--- src/rtl/split_check_sequencer.sv ---
// Steps a candidate assignment through NUM_SPLITS split-constraint checks via an external
// result mux, reports pass/fail with the lowest failing index, and keeps saturating statistics.
module split_check_sequencer #(
    parameter int NUM_SPLITS = 8,
    parameter int SEL_W      = 3,
    parameter bit EARLY_EXIT = 1'b1,
    parameter int CNT_W      = 16
) (
    input  logic             clk,
    input  logic             rst_n,
    input  logic             cand_valid,
    output logic             cand_ready,
    input  logic             flush,
    output logic [SEL_W-1:0] split_sel,
    input  logic             split_x,
    output logic             res_valid,
    input  logic             res_ready,
    output logic             res_pass,
    output logic [SEL_W-1:0] res_fail_idx,
    output logic [SEL_W:0]   res_fail_cnt,
    output logic             busy,
    output logic [CNT_W-1:0] stat_pass,
    output logic [CNT_W-1:0] stat_fail
);

    typedef enum logic [1:0] {
        S_IDLE,
        S_EVAL,
        S_DONE
    } state_t;

    localparam logic [SEL_W-1:0] LAST_SEL = SEL_W'(NUM_SPLITS - 1);
    localparam logic [CNT_W-1:0] CNT_MAX  = {CNT_W{1'b1}};

    state_t           state, state_next;
    logic [SEL_W-1:0] sel_q, sel_next;
    logic [SEL_W-1:0] fail_idx_q, fail_idx_next;
    logic [SEL_W:0]   fail_cnt_q, fail_cnt_next;
    logic             ready_q;
    logic             handoff;
    logic             result_pass;
    logic [CNT_W-1:0] pass_q, fail_q;

    assign result_pass = (fail_cnt_q == '0);

    always_ff @(posedge clk or negedge rst_n) begin
        if (!rst_n) begin
            state <= S_IDLE;
        end else begin
            state <= state_next;
        end
    end

    // NOTE: every output of this block gets a default first, so no path can infer a latch.
    always_comb begin
        state_next    = state;
        sel_next      = sel_q;
        fail_idx_next = fail_idx_q;
        fail_cnt_next = fail_cnt_q;
        handoff       = 1'b0;

        case (state)
            S_IDLE: begin
                sel_next = '0;
                if (cand_valid && ready_q) begin
                    state_next    = S_EVAL;
                    fail_idx_next = '0;
                    fail_cnt_next = '0;
                end
            end

            S_EVAL: begin
                if (!split_x) begin
                    // Only the first failure records its index, giving the lowest failing split.
                    if (fail_cnt_q == '0) begin
                        fail_idx_next = sel_q;
                    end
                    fail_cnt_next = fail_cnt_q + (SEL_W + 1)'(1);
                end
                if ((!split_x && EARLY_EXIT) || (sel_q == LAST_SEL)) begin
                    state_next = S_DONE;
                end else begin
                    sel_next = sel_q + SEL_W'(1);
                end
            end

            S_DONE: begin
                if (res_ready) begin
                    handoff       = 1'b1;
                    state_next    = S_IDLE;
                    sel_next      = '0;
                    fail_idx_next = '0;
                    fail_cnt_next = '0;
                end
            end

            default: begin
                state_next = S_IDLE;
            end
        endcase

        // Abort wins over accept and hand-off; the result and its statistic are discarded.
        if (flush && (state != S_IDLE)) begin
            state_next    = S_IDLE;
            sel_next      = '0;
            fail_idx_next = '0;
            fail_cnt_next = '0;
            handoff       = 1'b0;
        end
    end

    // NOTE: sequential state uses non-blocking assignments only, so all flops update together.
    always_ff @(posedge clk or negedge rst_n) begin
        if (!rst_n) begin
            sel_q      <= '0;
            fail_idx_q <= '0;
            fail_cnt_q <= '0;
            ready_q    <= 1'b0;
        end else begin
            sel_q      <= sel_next;
            fail_idx_q <= fail_idx_next;
            fail_cnt_q <= fail_cnt_next;
            // Registered so ready stays low while reset is held and rises one edge after release.
            ready_q    <= (state_next == S_IDLE);
        end
    end

    always_ff @(posedge clk or negedge rst_n) begin
        if (!rst_n) begin
            pass_q <= '0;
            fail_q <= '0;
        end else if (handoff) begin
            if (result_pass) begin
                if (pass_q != CNT_MAX) begin
                    pass_q <= pass_q + CNT_W'(1);
                end
            end else begin
                if (fail_q != CNT_MAX) begin
                    fail_q <= fail_q + CNT_W'(1);
                end
            end
        end
    end

    assign cand_ready   = ready_q && (state == S_IDLE);
    assign split_sel    = sel_q;
    assign res_valid    = (state == S_DONE);
    assign res_pass     = (state == S_DONE) && result_pass;
    assign res_fail_idx = fail_idx_q;
    assign res_fail_cnt = fail_cnt_q;
    assign busy         = (state != S_IDLE);
    assign stat_pass    = pass_q;
    assign stat_fail    = fail_q;

endmodule

--- config.mk ---
export PLATFORM = sky130hd
export DESIGN_NAME = split_check_sequencer
export DESIGN_NICKNAME = d
export VERILOG_FILES = /design/src/rtl/split_check_sequencer.sv
export SDC_FILE = /design/constraint.sdc
export NUM_CORES = 1
export LEC_CHECK = 0
export ABC_AREA = 0
export BUFFER_PORTS_ARGS = -buffer_cell sky130_fd_sc_hd__buf_2
export CORE_ASPECT_RATIO = 0.6
export CORE_MARGIN = 1
export CORE_UTILIZATION = 30
export DETAILED_ROUTE_END_ITERATION = 6
export GPL_TIMING_DRIVEN = 0
export HOLD_SLACK_MARGIN = 0.15
export SETUP_SLACK_MARGIN = 0.3
export SYNTH_ARGS = -nofsm -noshare
export SYNTH_HDL_FRONTEND = slang
export SYNTH_SLANG_ARGS = --single-unit
--- constraint.sdc ---
create_clock -name clk -period 5.3 [get_ports clk]
set_clock_uncertainty 0.05 [all_clocks]
set_input_delay 1.06 -clock clk [delete_from_list [all_inputs] [get_ports clk]]
set_output_delay 1.06 -clock clk [all_outputs]
set_load 0.05 [all_outputs]
======== After elaboration in Yosys (flattened, before gate mapping) ========
Index checks and enable logic that the tools add are counted.
word-level totals
  input bits .............................. 6
  logic and storage cells ................. 60
  bits in registers ....................... 45
  output and inout bits ................... 46
cells by class
  equal/unequal tests ..................... 10
  reductions and logical operators ........ 16
  add/sub/neg operators ................... 4
  bitwise gates (word level) .............. 1
  multiplexer cells ....................... 22
operators by type and width
  cell                   count
  $add 16x1->16 const B  2
  $ne 16x16->1 const B   2
  $mux 3                 7
  $pmux 3 s3             2
  $mux 4                 4
  $ne 3x3->1 const B     4
  $pmux 4 s3             1
  $reduce_and 3->1       3
  $mux 2                 4
  $pmux 2 s3             1
  $reduce_and 5->1       1
  $add 4x1->4 const B    1
  $logic_and 1x1->1      4
  $logic_not 2->1        2
  $logic_not 4->1        1
  $reduce_and 4->1       1
  $reduce_bool 4->1      1
  $add 3x1->3 const B    1
  $eq 3x3->1 const B     1
  $mux 1                 3
  $ne 3x1->1 const B     1
  $eq 2x1->1 const B     1
  $eq 2x2->1 const B     1
  $reduce_bool 2->1      1
  3 further kinds        3

======== Depth between registers and ports, before layout ========
Gate-level depths: netlist of run 1.
  depth after elaboration ................. 6
  mapped depth ............................ 8
  gate-level depth less buffers ........... 7

======== Worst setup path before layout of run 1 ========
Ideal clock, no wire load.
  kind .................................... register to output
  start point ............................. reg fail_cnt_q[0], in the netlist res_fail_cnt[0]
  end point ............................... out res_pass
  arrival ................................. 1.550 ns
  buffers on the path ..................... 0
  stages on the path, launching flop included .. 5
  setup slack ............................. 2.640 ns
  data required time ...................... 4.190 ns
  path through ............................ dfrtp_1 -> inv_1 -> ha_1 -> nor3b_1 -> and2_1
on the way
  cells in the longest elaborated chain, start to end .. 2
ends and longest elaborated chain
  what                    line  text
  start, declared         38    logic [SEL_W:0] fail_cnt_q, fail_cnt_next;
  start signal, assigned  122   fail_cnt_q <= fail_cnt_next;
  $logic_not 4->1         44    assign result_pass = (fail_cnt_q == '0);
  $logic_and 1x1->1       148   assign res_pass = (state == S_DONE) && result_pass;
  end, declared           18    output logic res_pass,
No other way between the ends.

======== Final worst setup path of run 1 ========
Ends and elaborated chain as after synthesis.

==> results of run 1 <==
## how the worst min path moves through the flow
| stage | cells past startpoint | slack, ns | to | startpoint |
|---|---|---|---|---|
| after floorplan | 2 | 0.49 | state[0] | ready_q |
| after global placement | 1 | 0.43 | stat_fail[13] | stat_fail[13] |
| after detailed placement | 1 | 0.44 | stat_pass[10] | stat_pass[10] |
| after CTS | 1 | 0.45 | stat_fail[13] | stat_fail[13] |
| after global routing | 1 | 0.47 | stat_fail[13] | stat_fail[13] |
| final | 1 | 0.44 | stat_pass[10] | stat_pass[10] |
## synthesized netlist by cell type (all sizes together)
master | count | share of area [%]
nor2b | 2 | 0.53
or2 | 1 | 0.27
a2111o | 1 | 0.48
inv | 11 | 1.8
nand3 | 24 | 5.1
nor4 | 6 | 2.5
a21oi | 10 | 2.1
nand2b | 5 | 1.3
o31a | 1 | 0.37
a22oi | 3 | 0.96
nor2 | 19 | 3.0
or3b | 1 | 0.37
o21ai | 6 | 1.3
nand3b | 2 | 0.64
mux2i | 1 | 0.43
nor3 | 7 | 1.5
or3 | 3 | 1.0
nand2 | 20 | 3.2
buf | 1 | 0.48
a21boi | 2 | 0.80
xor2 | 10 | 3.7
nand4 | 9 | 2.4
clkbuf | 3 | 0.48
a211oi | 2 | 1.2
nor3b | 2 | 0.64
and3 | 2 | 0.53
a21o | 1 | 0.37
and2 | 2 | 0.53
mux2 | 4 | 2.1
xnor2 | 17 | 6.4
ha | 10 | 5.3
dfrtp | 45 | 48
## worst register-to-register path, delay by kind of cell, from the launching register on
family        cells  cell delay [ns]
simple gates      3             0.90
flops             1             0.42
buf+inv           2             0.37
mux               1             0.36
fa+ha+maj         1             0.28
## per-layer routing
layer | vias to the layer above | global-route usage (%)
met3 | 7 | 4.167
met1 | 860 | 21.21
li1 | 927 | -
met2 | 37 | 17.00
met4 | 0 | 5.556
met5 | - | 0
## logic make-up after synthesis
group | Yosys count
simple gates | 105
flops | 45
xor+xnor | 27
compound gates | 26
buf+inv | 15
fa+ha+maj | 10
mux | 5
## cell type report
cell class / count / area [um^2] / area share (%)
tap: 104 / 130.1 / 4.460
multi-input combinational: 173 / 1152 / 39.49
clock inverter: 3 / 65.06 / 2.230
inverter: 11 / 41.29 / 1.415
buffer: 4 / 22.52 / 0.7719
timing repair buffer: 51 / 255.2 / 8.748
sequential: 45 / 1126 / 38.59
clock buffer: 5 / 125.1 / 4.288
## state kept, by name, summed over array words and instances (netlist names)
| register | cells |
|---|---|
| ready_q | 1 |
| res_fail_cnt | 4 |
| res_fail_idx | 3 |
| split_sel | 3 |
| stat_fail | 16 |
| stat_pass | 16 |
| state | 2 |
## where the power goes
group / total, W / switching (W) / internal (W)
Combinational: 0.000514 / 0.000369 / 0.000146
Sequential: 0.000436 / 0.0000513 / 0.000385
Clock: 0.000405 / 0.000136 / 0.000269
Total: 0.00136 / 0.000556 / 0.000800
## per-stage QoR
step                total power (W)  cells  util (%)
floorplan                 0.0008254    233         -
global placement          0.0009429    388     36.77
detailed placement        0.0009570    388     36.77
CTS                        0.001370    396     39.34
global route               0.001426    396     39.34
finish                     0.001356    396     39.34
==> impl_results.md, run 1 <==
* DR iter-0 viols at 67
* Worst-path cell chain: inv_1 > ha_1 > nor3b_1 > and2_1 > buf_2
* Layout cell share with drive strength beyond 1 at 22.95%
* Mean post-synth cell area at 10.05 um^2
* Root Driver: clkbuf_16
* Critical path's slowest cell: dfrtp_1
* First-pass detailed-route iteration total at 4
* VDD IR max at 238.5 uV
* # Post-CTS Setup Buffers at 0
* Status: completed
* Sequential area share after synthesis at 48.08%
* R2R cell count at 7
* Drt via density at 4.624
* Syn_nets at 249
* Height of the die at 70.45 um
* Max stage delay on crit path at 0.44 ns
* Post-synth cell types at 38
* IO Port Bufs at 51
* Final Hold Viols at 0
* Area growth, synth to finish at 24.57%
* # DRC at 0
* CTS buffer count at 5
* Clk slew on worst S/H paths at 0.06 ns
* CP Capture Type: output pin
* Met2 WL at 1.959 mm
* CTS Hold Buffers Added at 0
* Synth Area in Compound Gates at 7.585%
* Diode count at 0
* Max transition margin at 32.48%
* Post-CTS sizing at 0
* Hold WC Path Type: reg -> reg
* Largest net degree at the start of global routing at 46
* Max Clock Freq at 338.0 MHz
* Final setup fails at 0
* Routed Wire Length at 5.175 mm
* CTS HTree Levels at 2
* Via count at 1831
* Routed Antenna Nets at 0
* Crit path max fanout at 6
* Dpl ws at 2.346 ns
* Highest metal used: met4
* Worst Tran Pin Value at 1.013 ns
* Largest family of logic cells by synthesized area: simple AND/OR/NAND/NOR gates
* Detailed placement HPWL at 3.819 mm
* GR Overflow Total at 0
* Synth Warn # at 0
* Ports at 52
* CP Capture Point: res_pass
* Post-DP Area at 2728 um^2
* XOR/XNOR Fraction of Synth Area at 10.10%
* Setup ws final at 2.342 ns
* Skew-Pair Late Insertion Delay at 0.29 ns
* Setup crit start: res_fail_cnt[0]
* Final non-filler cell area at 2918 um^2
* # nets final at 307
* Reg2reg setup slack at 2.79 ns
* Most frequent cells in the layout: buf_2 (51), dfrtp_1 (45), nand3_1 (24), nand2_1 (20), nor2_1 (19)
* CTS tree: yes
* LEAKAGE at 1.411 nW
* Synth Instances at 233
* WL/cell at 13.07 um
* Fill count at 767
* Crit path depth at 5
* Row count at 24
* Power Dens Cells at 464.6 nW/um^2
* Critical R2R Capture: stat_fail[1]
* Post-Syn Area at 2342 um^2
* Critical path arrival at 1.85 ns
* Synth Area in Adders at 5.342%
* Hold WS at 0.4431 ns
* Core Box Area at 7417 um^2
* Initial antenna violation count at 0
* Proportion of synthesized area in mux cells at 2.511%
* Die area at 8177 um^2
* Fin. max-slew vios at 0
* Worst r2r src: state[1]
* RSZ-0062 raised after global routing: false
* Routed wl met3 at 260 um
* Fin crit share at 55.82%
* Flops & latches, synth at 45
* Die width at 116.1 um
* Vias in the first global route at 1637
* Clk sink count at 45
* CP top delay family: simple AND/OR/NAND/NOR gates
* Initial core utilization at 31.58%
* Final GP Congestion at 0.7817
* Max Cap Viol at 0
* Most common cell after layout, fill and taps aside: buf_2
* All-Layer GR Usage at 13.70%
* Buf/Inv on CP at 2
* Crit start category: flop
* Synth Area in Simple Gates at 23.66%
* First-pass GRT wire length at 8.404 mm
* Tmin final at 2.958 ns
* Setup_tns at 0 ns
* CP required at 4.19 ns
* Worst Path Class, Setup: reg -> out
* Clock Path Buffers at 2
* WL met1 at 2.877 mm
No activity file was read; power rests on OpenSTA's default activity.
==> run 2: changes to the inputs <==
Settings changed: ABC_AREA 0 to 1.
Clock period 5.3 ns to 2.95 ns, I/O delays scaled along.
==> run 2 against run 1 <==
The flow now finishes with violations (design-rule violations). Synthesized cell count up 68%. Clock power up 64%. Largest cell class unchanged. Register-to-register slack worse by 1.8 ns. Combinational power up 100%. Via count up 46%. Final cell count up 47%. Sequential share of layout area down 5.7 points. Non-clock buffer count up 2. Highest routed layer unchanged. Flip-flop and latch count unchanged. First-iteration DRC count up 150%.
==> impl_results.md, run 2 <==
* Layout cell share with drive strength beyond 1 at 17.52%
* DR iter-0 viols at 165
* Mean post-synth cell area at 7.210 um^2
* Most frequent cells in the layout: nand2_1 (143), buf_2 (53), nand3_1 (50), dfrtp_1 (45), nor2_1 (39)
* Worst-path cell chain: inv_1 > ha_1 > inv_1 > nor2_1 > buf_2
* Die width at 127.3 um
* Core Box Area at 9155 um^2
* CP top delay family: flip-flops
* Area growth, synth to finish at 21.03%
* Power Dens Cells at 730.0 nW/um^2
* Max stage delay on crit path at 0.44 ns
* Fin crit share at 72.42%
* IO Port Bufs at 51
* Ys flop type: dfrtp_1
* All-Layer GR Usage at 15.11%
* Synth cell count leaders: nand2_1 (143), nand3_1 (50), dfrtp_1 (45)
* CTS tree: yes
* Area of the multi-input gates at 1510 um^2
* Syn_nets at 408
* Most common cell after layout, fill and taps aside: nand2_1
* Flops & latches, synth at 45
* LEAKAGE at 1.821 nW
* Tmin final at 2.136 ns
* WL/cell at 12.01 um
* Final Hold Viols at 0
* Max Cap Viol at 0
* Critical R2R Capture: stat_fail[2]
* Area leader, netlist: dfrtp_1
* Post-synth EDFFs at 0
* Via count at 2666
* Worst r2r src: state[0]
* CP required at 2.31 ns
* Post-Syn Area at 2826 um^2
* Post-synth top area share at 39.84%
* Core Util, Final at 37.36%
* Crit start category: flop
* Setup_tns at 0 ns
* CTS HTree Levels at 2
* Initial antenna violation count at 0
* Hold WS at 0.4348 ns
* CTS Hold Buffers Added at 0
* CP Capture Type: output pin
* Crit path max fanout at 5
* # Post-CTS Setup Buffers at 0
* Violated checks: design-rule violations
* Register area at 1126 um^2
* Synth Instances at 392
* R2R cell count at 10
* Synth top area cells: dfrtp_1 (40%), nand2_1 (19%), nand3_1 (8.9%)
* Drt via density at 4.589
* Die area at 9826 um^2
* Post-synth cell types at 22
* Largest net degree at the start of global routing at 46
* CTS buffer count at 5
* Ports at 52
* Skew-Pair Late Insertion Delay at 0.29 ns
* Final non-filler cell area at 3421 um^2
* Critical path arrival at 1.50 ns
* Fill count at 964
* Critical path's most frequent cell: inv_1
* Clk slew on worst S/H paths at 0.06 ns
* Vias in the first global route at 2436
* Initial core utilization at 30.87%
* VDD IR max at 327.7 uV
* Worst Path Class, Setup: reg -> out
* Detailed placement HPWL at 5.269 mm
* Clock Path Buffers at 2
* First-pass detailed-route iteration total at 6
* Height of the die at 77.19 um
* Sequential area share after synthesis at 39.84%
* CP Capture Point: res_pass
* # DRC at 2
* Max transition margin at 30.31%
* Routed Antenna Nets at 0
* Crit path depth at 5
* Diode count at 0
* Most frequent cell after synthesis: nand2_1
* # nets final at 466
* First-pass GRT wire length at 11.73 mm
* Clk sink count at 45
* Hold WC Path Type: reg -> reg
* Routed Wire Length at 6.976 mm
* Post-CTS sizing at 0
* Final setup fails at 0
* Root Driver: clkbuf_16
* Worst Tran Pin Value at 1.045 ns
* Reg2reg setup slack at 1.02 ns
* GR Overflow Total at 0
* Ys async rst share at 100.0%
* Row count at 27
* Post-DP Area at 3244 um^2
* Final GP Congestion at 0.8741
* RSZ-0062 raised after global routing: false
* Critical path's slowest cell: dfrtp_1
* Fin. max-slew vios at 0
* Status: complete, but fails checks
* Max Clock Freq at 468.1 MHz
* Setup crit start: state[0]
* Buf/Inv on CP at 3
* Synth Warn # at 0
run 2: cell count changes in the layout (fill, tap and decap cells not counted), sizes merged, moves of 11 or more:
| cell | before | now |
|---|---|---|
| nand2 | 20 | 150 |
| inv | 11 | 38 |
| nand3 | 24 | 51 |
| nor2 | 19 | 42 |
| o21ai | 6 | 21 |
| xnor2 | 17 | 6 |
run 2: routing by layer:
layer | share of wire [%] | global-route usage [%] | wire (um)
met1 | 54 | 22.29 | 3784
met2 | 40 | 21.37 | 2768
met3 | 5.7 | 4.047 | 400
met4 | 0.33 | 3.929 | 23
met5 | 0 | 0 | 0
run 2: per-stage QoR:
| stage | instances | total power [W] | setup slack (ns) |
|---|---|---|---|
| floorplan | 392 | 0.001594 | 0.5242 |
| global placement | 573 | 0.001819 | 1.082 |
| detailed placement | 573 | 0.001840 | 1.048 |
| CTS | 581 | 0.002523 | 0.8041 |
| global route | 581 | 0.002669 | 0.6790 |
| finish | 581 | 0.002497 | 0.8137 |
run 2: tightest hold or removal path, stage by stage (launching register included):
cell     delay (ns)
dfrtp_1        0.35
nand2_1        0.06
nand2_1        0.05
run 2: logic make-up after synthesis:
group / Yosys count / share of synthesized area (%)
simple gates: 255 / 39.62
compound gates: 21 / 4.117
flops: 45 / 39.84
xor+xnor: 17 / 5.268
fa+ha+maj: 10 / 4.427
buf+inv: 44 / 6.729
run 2: final cells by class:
| cell class | instances | share of cell area [%] |
|---|---|---|
| buffer | 6 | 1.390 |
| tap | 130 | 4.755 |
| clock buffer | 6 | 4.060 |
| inverter | 38 | 4.170 |
| clock inverter | 2 | 1.097 |
| multi-input combinational | 303 | 44.15 |
| timing repair buffer | 51 | 7.462 |
| sequential | 45 | 32.92 |
run 2: where the power goes:
group	total (W)	switching, W	internal, W	leakage (nW)
logic	0.00103	0.000778	0.000255	1.12
registers	0.000798	0.0000995	0.000698	0.615
clock network	0.000666	0.000243	0.000423	0.0831
total	0.00250	0.00112	0.00138	1.82
run 2: how the worst min path moves through the flow:
stage	to	slack [ns]	from	cells past startpoint
6_report	res_fail_idx[2]	0.43	res_fail_idx[2]	2
3_3_place_gp	res_fail_idx[1]	0.41	res_fail_idx[1]	2
2_1_floorplan	ready_q	0.24	rst_n	0
4_1_cts	res_fail_idx[2]	0.43	res_fail_idx[2]	2
5_1_grt	res_fail_idx[2]	0.47	res_fail_idx[2]	2
3_5_place_dp	res_fail_idx[2]	0.42	res_fail_idx[2]	2
